$ cat config.mk
export PLATFORM = sky130hd
export DESIGN_NAME = cnvrow_psum_pack
export DESIGN_NICKNAME = d
export VERILOG_FILES = /design/src/rtl/cnvrow_psum_pack_pkg.sv /design/src/rtl/cnvrow_pack_fifo.sv /design/src/rtl/cnvrow_psum_pack.sv
export SDC_FILE = /design/constraint.sdc
export NUM_CORES = 1
export LEC_CHECK = 0
export BUFFER_PORTS_ARGS = -buffer_cell sky130_fd_sc_hd__buf_2
export CORE_MARGIN = 2
export CORE_UTILIZATION = 45
export DETAILED_ROUTE_END_ITERATION = 10
export GPL_TIMING_DRIVEN = 0
export PLACE_DENSITY = 0.74
export SLEW_MARGIN = 25
export SYNTH_ARGS = -nofsm -noshare
export SYNTH_HDL_FRONTEND = slang
export SYNTH_HIERARCHICAL = 1
export SYNTH_SLANG_ARGS = --single-unit
export TNS_END_PERCENT = 20
$ cat constraint.sdc
create_clock -name clk -period 6.3 [get_ports clk]
set_input_delay 1.26 -clock clk [delete_from_list [all_inputs] [get_ports clk]]
set_output_delay 1.26 -clock clk [all_outputs]
set_load 0.01 [all_outputs]
$ cat src/rtl/cnvrow_psum_pack_pkg.sv
// Shared defaults and packed-word layout for the CNV row psum packer.
// Word layout, MSB to LSB: Dat | Num | Last.
`ifndef C_LOG_2
`define C_LOG_2(n) ($clog2(n))
`endif

package cnvrow_psum_pack_pkg;

  localparam int unsigned P_PSUM_WIDTH = 24;
  localparam int unsigned P_DATA_WIDTH = 8;
  localparam int unsigned P_LENROW     = 16;
  localparam int unsigned P_PACK       = 4;
  localparam int unsigned P_FIFO_DEPTH = 4;

  function automatic int unsigned word_width(input int unsigned dw, input int unsigned pk);
    return dw * pk + $clog2(pk + 1) + 1;
  endfunction

  localparam int unsigned P_WORD_W = word_width(P_DATA_WIDTH, P_PACK);

endpackage

$ cat src/rtl/cnvrow_pack_fifo.sv
// First-word-fall-through FIFO for packed words, with occupancy count.
// A push while full only succeeds if a pop frees the head in the same cycle.
module cnvrow_pack_fifo
  import cnvrow_psum_pack_pkg::*;
#(
  parameter int unsigned WIDTH = P_WORD_W,
  parameter int unsigned DEPTH = P_FIFO_DEPTH
) (
  input  logic                       clk,
  input  logic                       rst,
  input  logic                       i_push,
  input  logic [WIDTH-1:0]           i_dat,
  input  logic                       i_pop,
  output logic [WIDTH-1:0]           o_dat,
  output logic                       o_vld,
  output logic [$clog2(DEPTH+1)-1:0] o_cnt,
  output logic                       o_drop
);

  localparam int unsigned AW = $clog2(DEPTH);
  localparam int unsigned CW = $clog2(DEPTH + 1);

  logic [WIDTH-1:0] r_mem [DEPTH];
  logic [AW-1:0]    r_wr;
  logic [AW-1:0]    r_rd;
  logic [CW-1:0]    r_cnt;
  logic             w_empty;
  logic             w_full;
  logic             w_pop;
  logic             w_wr;

  assign w_empty = (r_cnt == '0);
  assign w_full  = (r_cnt == CW'(DEPTH));
  assign w_pop   = i_pop && !w_empty;
  assign w_wr    = i_push && (!w_full || w_pop);
  assign o_drop  = i_push && w_full && !w_pop;
  assign o_vld   = !w_empty;
  assign o_cnt   = r_cnt;
  assign o_dat   = w_empty ? '0 : r_mem[r_rd];

  always_ff @(posedge clk or posedge rst) begin
    if (rst) begin
      r_wr  <= '0;
      r_rd  <= '0;
      r_cnt <= '0;
    end else begin
      if (w_wr)  r_wr <= r_wr + AW'(1);
      if (w_pop) r_rd <= r_rd + AW'(1);
      r_cnt <= r_cnt + CW'(w_wr) - CW'(w_pop);
    end
  end

  always_ff @(posedge clk) begin
    if (w_wr) r_mem[r_wr] <= i_dat;
  end

endmodule

$ cat src/rtl/cnvrow_psum_pack.sv
// Requantizes row psums, packs PACK lanes per word and queues words to the buffer.
// Build option: define PACK_RELU_EN to clamp negative lanes to zero.
module cnvrow_psum_pack
  import cnvrow_psum_pack_pkg::*;
#(
  parameter int unsigned PSUM_WIDTH = P_PSUM_WIDTH,
  parameter int unsigned DATA_WIDTH = P_DATA_WIDTH,
  parameter int unsigned LENROW     = P_LENROW,
  parameter int unsigned PACK       = P_PACK,
  parameter int unsigned FIFO_DEPTH = P_FIFO_DEPTH
) (
  input  logic                           clk,
  input  logic                           rst,
  input  logic                           CNVPCK_Vld,
  input  logic [PSUM_WIDTH-1:0]          CNVPCK_Psum,
  input  logic                           CNVPCK_FnhRow,
  input  logic [4:0]                     CFG_Shift,
  input  logic                           CFG_Clr,
  output logic                           PCKPEC_Stall,
  output logic [DATA_WIDTH*PACK-1:0]     PCKBUF_Dat,
  output logic [`C_LOG_2(PACK+1)-1:0]    PCKBUF_Num,
  output logic                           PCKBUF_Last,
  output logic                           PCKBUF_Vld,
  input  logic                           PCKBUF_Rdy,
  output logic                           PCKPEC_Err
);

  localparam int unsigned EXT_W   = PSUM_WIDTH + 1;
  localparam int unsigned NUM_W   = `C_LOG_2(PACK + 1);
  localparam int unsigned LANE_IW = (PACK > 1) ? `C_LOG_2(PACK) : 1;
  localparam int unsigned ROW_W   = `C_LOG_2(LENROW + 1);
  localparam int unsigned DAT_W   = DATA_WIDTH * PACK;
  localparam int unsigned WORD_W  = word_width(DATA_WIDTH, PACK);
  localparam int unsigned CNT_W   = `C_LOG_2(FIFO_DEPTH + 1);
  localparam logic signed [EXT_W-1:0] SAT_MAX = EXT_W'((2 ** (DATA_WIDTH - 1)) - 1);
  localparam logic signed [EXT_W-1:0] SAT_MIN = ~SAT_MAX;

  logic signed [EXT_W-1:0] w_ext;
  logic signed [EXT_W-1:0] w_rnd;
  logic signed [EXT_W-1:0] w_sum;
  logic signed [EXT_W-1:0] w_shr;
  logic [DATA_WIDTH-1:0]   w_q;
  logic [DAT_W-1:0]        w_dat;
  logic [DAT_W-1:0]        r_dat;
  logic [LANE_IW-1:0]      r_lane_cnt;
  logic [ROW_W-1:0]        r_row_cnt;
  logic [NUM_W-1:0]        w_lane_nxt;
  logic [ROW_W-1:0]        w_row_nxt;
  logic                    w_row_end;
  logic                    w_push;
  logic                    w_last;
  logic                    w_close;
  logic [WORD_W-1:0]       w_head;
  logic [CNT_W-1:0]        w_cnt;
  logic                    w_drop;
  logic                    r_err;

  // Round half up, arithmetic shift, saturate.
  always_comb begin
    w_ext = EXT_W'($signed(CNVPCK_Psum));
    w_rnd = (CFG_Shift == 5'd0) ? '0 : (EXT_W'(1) << (CFG_Shift - 5'd1));
    w_sum = w_ext + w_rnd;
    w_shr = w_sum >>> CFG_Shift;
    if (w_shr > SAT_MAX)      w_q = SAT_MAX[DATA_WIDTH-1:0];
    else if (w_shr < SAT_MIN) w_q = SAT_MIN[DATA_WIDTH-1:0];
    else                      w_q = w_shr[DATA_WIDTH-1:0];
`ifdef PACK_RELU_EN
    if (w_q[DATA_WIDTH-1]) w_q = '0;
`endif
  end

  always_comb begin
    w_dat = r_dat;
    for (int i = 0; i < PACK; i++) begin
      if (CNVPCK_Vld && (r_lane_cnt == LANE_IW'(i))) w_dat[i*DATA_WIDTH +: DATA_WIDTH] = w_q;
    end
  end

  // A coincident FnhRow merges into the word closed by the same element.
  assign w_lane_nxt = NUM_W'(r_lane_cnt) + NUM_W'(CNVPCK_Vld);
  assign w_row_nxt  = r_row_cnt + ROW_W'(CNVPCK_Vld);
  assign w_row_end  = (w_row_nxt == ROW_W'(LENROW));
  assign w_last     = w_row_end || CNVPCK_FnhRow;
  assign w_push     = (w_lane_nxt == NUM_W'(PACK)) || w_row_end ||
                      (CNVPCK_FnhRow && ((w_lane_nxt != '0) || (w_row_nxt != '0)));
  assign w_close    = w_push || CNVPCK_FnhRow;

  always_ff @(posedge clk or posedge rst) begin
    if (rst) begin
      r_dat      <= '0;
      r_lane_cnt <= '0;
      r_row_cnt  <= '0;
    end else begin
      if (w_close) begin
        r_dat      <= '0;
        r_lane_cnt <= '0;
      end else begin
        r_dat      <= w_dat;
        r_lane_cnt <= LANE_IW'(w_lane_nxt);
      end
      r_row_cnt <= w_last ? '0 : w_row_nxt;
    end
  end

  cnvrow_pack_fifo #(
    .WIDTH (WORD_W),
    .DEPTH (FIFO_DEPTH)
  ) u_fifo (
    .clk    (clk),
    .rst    (rst),
    .i_push (w_push),
    .i_dat  ({w_dat, w_lane_nxt, w_last}),
    .i_pop  (PCKBUF_Rdy),
    .o_dat  (w_head),
    .o_vld  (PCKBUF_Vld),
    .o_cnt  (w_cnt),
    .o_drop (w_drop)
  );

  assign {PCKBUF_Dat, PCKBUF_Num, PCKBUF_Last} = w_head;
  assign PCKPEC_Stall = (w_cnt >= CNT_W'(FIFO_DEPTH - 1));
  assign PCKPEC_Err   = r_err;

  // Sticky overflow flag; a new drop outranks a clear.
  always_ff @(posedge clk or posedge rst) begin
    if (rst)          r_err <= 1'b0;
    else if (w_drop)  r_err <= 1'b1;
    else if (CFG_Clr) r_err <= 1'b0;
  end

endmodule

==> results.toml <==
[status]
status = "completed"

[logic_synthesis]
ys_ff_latch = 191
synth_top_area_share_pct = 37.4
synth_edf_count = 144
syn_area_um2 = 11600
avgSynthCellArea_um2 = 11.2
synthTopCellsByArea = "edfxtp_1, dfrtp_1, mux4_2"
synth_common_cells = "edfxtp_1, nor2_1, nand2_1"
synthesis.nets = 1103
yosysMostFrequentCell = "edfxtp_1"
synth_cell_type_count = 84
synthFlopType = "edfxtp_1"
yosys_warnings = 6
synth-async-reset-ratio_pct = 24.6
yosysSeqAreaShare_pct = 47.5
netlist_instances = 1032
yosys.area.top_type = "edfxtp_1"

[global_routing]
grt_max_degree = 33
track_usage_pct = 23.7
grt_pass1_wl_um = 49100
overflow = 0
grt_pass1_vias = 8908
antenna_found_initial = 0

[routing]
wl_um = 31900
viasPerCell = 6.18
ant_nets = 0
wire_per_inst_um = 21.4
via_count = 9245
firstDrtPassIters = 5
drt-initial-drc-count = 1001
drc = 0

[timing]
fin_crit_sh_pct = 98.2
maxSlewHeadroom_pct = 4.70
finalCriticalPeriod_ns = 6.19
finalSetupViolCount = 0
fmax_mhz = 162
hold_viol = 0
slew_viol_final = 0
fin_worst_hold_slack_ns = 0.488
skew_ns = 0.00934
tightestPinTransition_ns = 1.43

[clock_tree]
cts_max_level = 4
cts_root_buf = "clkbuf_16"
cts_tree = "yes"
clock-sinks = 191
insertion_delay_ns = 0.42
clk_pin_slew_ns = 0.07
clk_path_buf_depth = 2
cts_made_buffers = 17
hold_buffers = 0

[final_layout]
area_growth_pct = 18.8
final_nets = 1222
final_core_util_pct = 54.5
drive_above_1_share_pct = 28.4

[die]
die_h_um = 164
design.core.area_um2 = 25300
initial_core_util_pct = 45.8
dieArea_um2 = 27000
die_w_um = 164
rows = 58
io_pins = 74

[worst_setup_path]
crit_fanout = 10
critPathTopFamily = "compound AO/OA/AOI/OAI gates"
critical_path_class = "in -> reg"
crit_start = "CFG_Shift[0]"
cp_slowest_cell = "a222oi_1"
cp.arrival_ns = 6.35
critPathCaptureType = "register"
cp_cell_sequence = "buf_2, buf_4, clkbuf_2, or3_1, nor2_4, ha_1, buf_2, a21oi_1, o21ai_1, and2_1, nor3_1, xnor2_1, a222oi_1, nand3_1, o221ai_1, and4_1, a41oi_4, a2111oi_4, buf_4, o21ai_2"
reg2reg_from = "r_row_cnt[0]"
cpPeakStageDelay_ns = 0.49
worstPathRequired_ns = 6.46
path_buf_inv = 5
crit_path_start_kind = "input port"

[placement]
dpl.hpwl_um = 22400
io_buffer_count = 72
place_congestion = 0.999

[job]
cap_violations = 0

[min_path]
hold_class = "reg -> reg"
min_from = "PCKPEC_Err"

[power_and_ir_drop]
ir_drop_mv = 0.256
powerDensity_nw_per_um2 = 314
p_leak_uw = 0.00515
power_uw = 4330
==> worst reg2reg max path: stages (launching register included) <==
cell and delay [ns]:
dfrtp_1 0.36, ha_1 0.21, ha_1 0.24, o21a_1 0.20, o22ai_1 0.17, nand2_1 0.08
nor2_1 0.14, a221o_1 0.16, nor2b_1 0.39, inv_1 0.10, ha_1 0.29, inv_1 0.03
ha_1 0.19, fa_1 0.40, xnor2_1 0.20, xnor2_1 0.15
==> routing by layer <==
metal  vias up  global-route usage (%)  share of wire (%)  routed length, µm
met5         -                       0                  0                  0
met4         0                    7.67                2.5                783
met3        59                    3.64                6.1               1950
met2       370                    39.1                 49              15700
met1      4596                    32.2                 42              13500
li1       4220                       -                  -                  -
==> through the flow <==
| step | std cells | area [µm²] | TNS (ns) | setup slack [ns] |
|---|---|---|---|---|
| floorplan | 1032 | 11600 | 0 | 0.0766 |
| global placement | 1434 | 12300 | -210.51 | -1.70 |
| detailed placement | 1439 | 12500 | -204.00 | -1.63 |
| CTS | 1484 | 13400 | 0 | 0.00144 |
| global route | 1494 | 13800 | -0.938 | -0.0627 |
| finish | 1495 | 13800 | 0 | 0.115 |
==> cells in the final DEF, fill, tap and decap left out, types with 15 or more instances in the layout <==
master | netlist | routed
clkbuf_1 | 29 | 17
mux2i_1 | 21 | 20
nand2_1 | 89 | 86
ha_1 | 34 | 32
and2_1 | 53 | 49
nor2_1 | 91 | 88
inv_1 | 22 | 21
buf_4 | 3 | 24
clkbuf_16 | 0 | 17
nand4_1 | 17 | 17
o22ai_1 | 25 | 25
xnor2_1 | 20 | 19
buf_2 | 18 | 91
o21ai_0 | 41 | 27
a211oi_1 | 15 | 15
edfxtp_1 | 144 | 144
mux4_2 | 42 | 42
o21ai_2 | 1 | 18
a21oi_1 | 44 | 36
nand3_1 | 23 | 18
dfrtp_1 | 47 | 47
==> state kept, by name (all words and copies together), names as in the netlist <==
name	flops
u_fifo/r_mem	144
r_lane_cnt	2
r_row_cnt	5
u_fifo/r_rd	2
PCKPEC_Err	1
u_fifo/o_cnt	3
r_dat	32
u_fifo/r_wr	2
==> cell families after synthesis <==
kind of cell    Yosys count  share of synthesized area (%)
simple gates            354                           15.5
flops                   191                           47.5
compound gates          270                           16.9
xor+xnor                 28                           2.25
buf+inv                  84                           3.28
fa+ha+maj                36                           4.02
mux                      69                           10.6
==> worst paths after layout <==
path / slack (ns) / to / depth (start not counted)
worst max-delay path: 0.11 / u_fifo/r_mem[0][31] / 20
worst min-delay path: 0.49 / PCKPEC_Err / 1
worst max register to register: 2.93 / u_fifo/o_cnt[2] / 15
worst min register to register: 0.49 / PCKPEC_Err / 1
max in group asynchronous: 5.10 / r_dat[11] / 3
min in group asynchronous: 0.75 / PCKPEC_Err / 2
==> layout make-up <==
class,instances,area (µm²)
well taps,330,413
fillers,2130,11500
multi-input cells,757,6160
repair buffers,100,666
diodes,1,2.50
clock inverters,13,149
clock buffers,19,433
flip-flops and latches,191,5500
inverters,23,87.6
plain buffers,61,347
==> where the power goes <==
group          internal, µW  switching, µW  leakage [µW]  total, µW
Clock                   563            485      0.000280       1050
Sequential             1600           70.1       0.00196       1670
Combinational           726            883       0.00291       1610
Total                  2890           1440       0.00515       4330
==> timing repair <==
action	in CTS	in global routing
gates resized for setup	71	78
pin swaps	12	10
gates cloned	0	0
setup buffers	13	10
setup endpoints to repair	140	140
No activity file was read; power rests on OpenSTA's default activity.
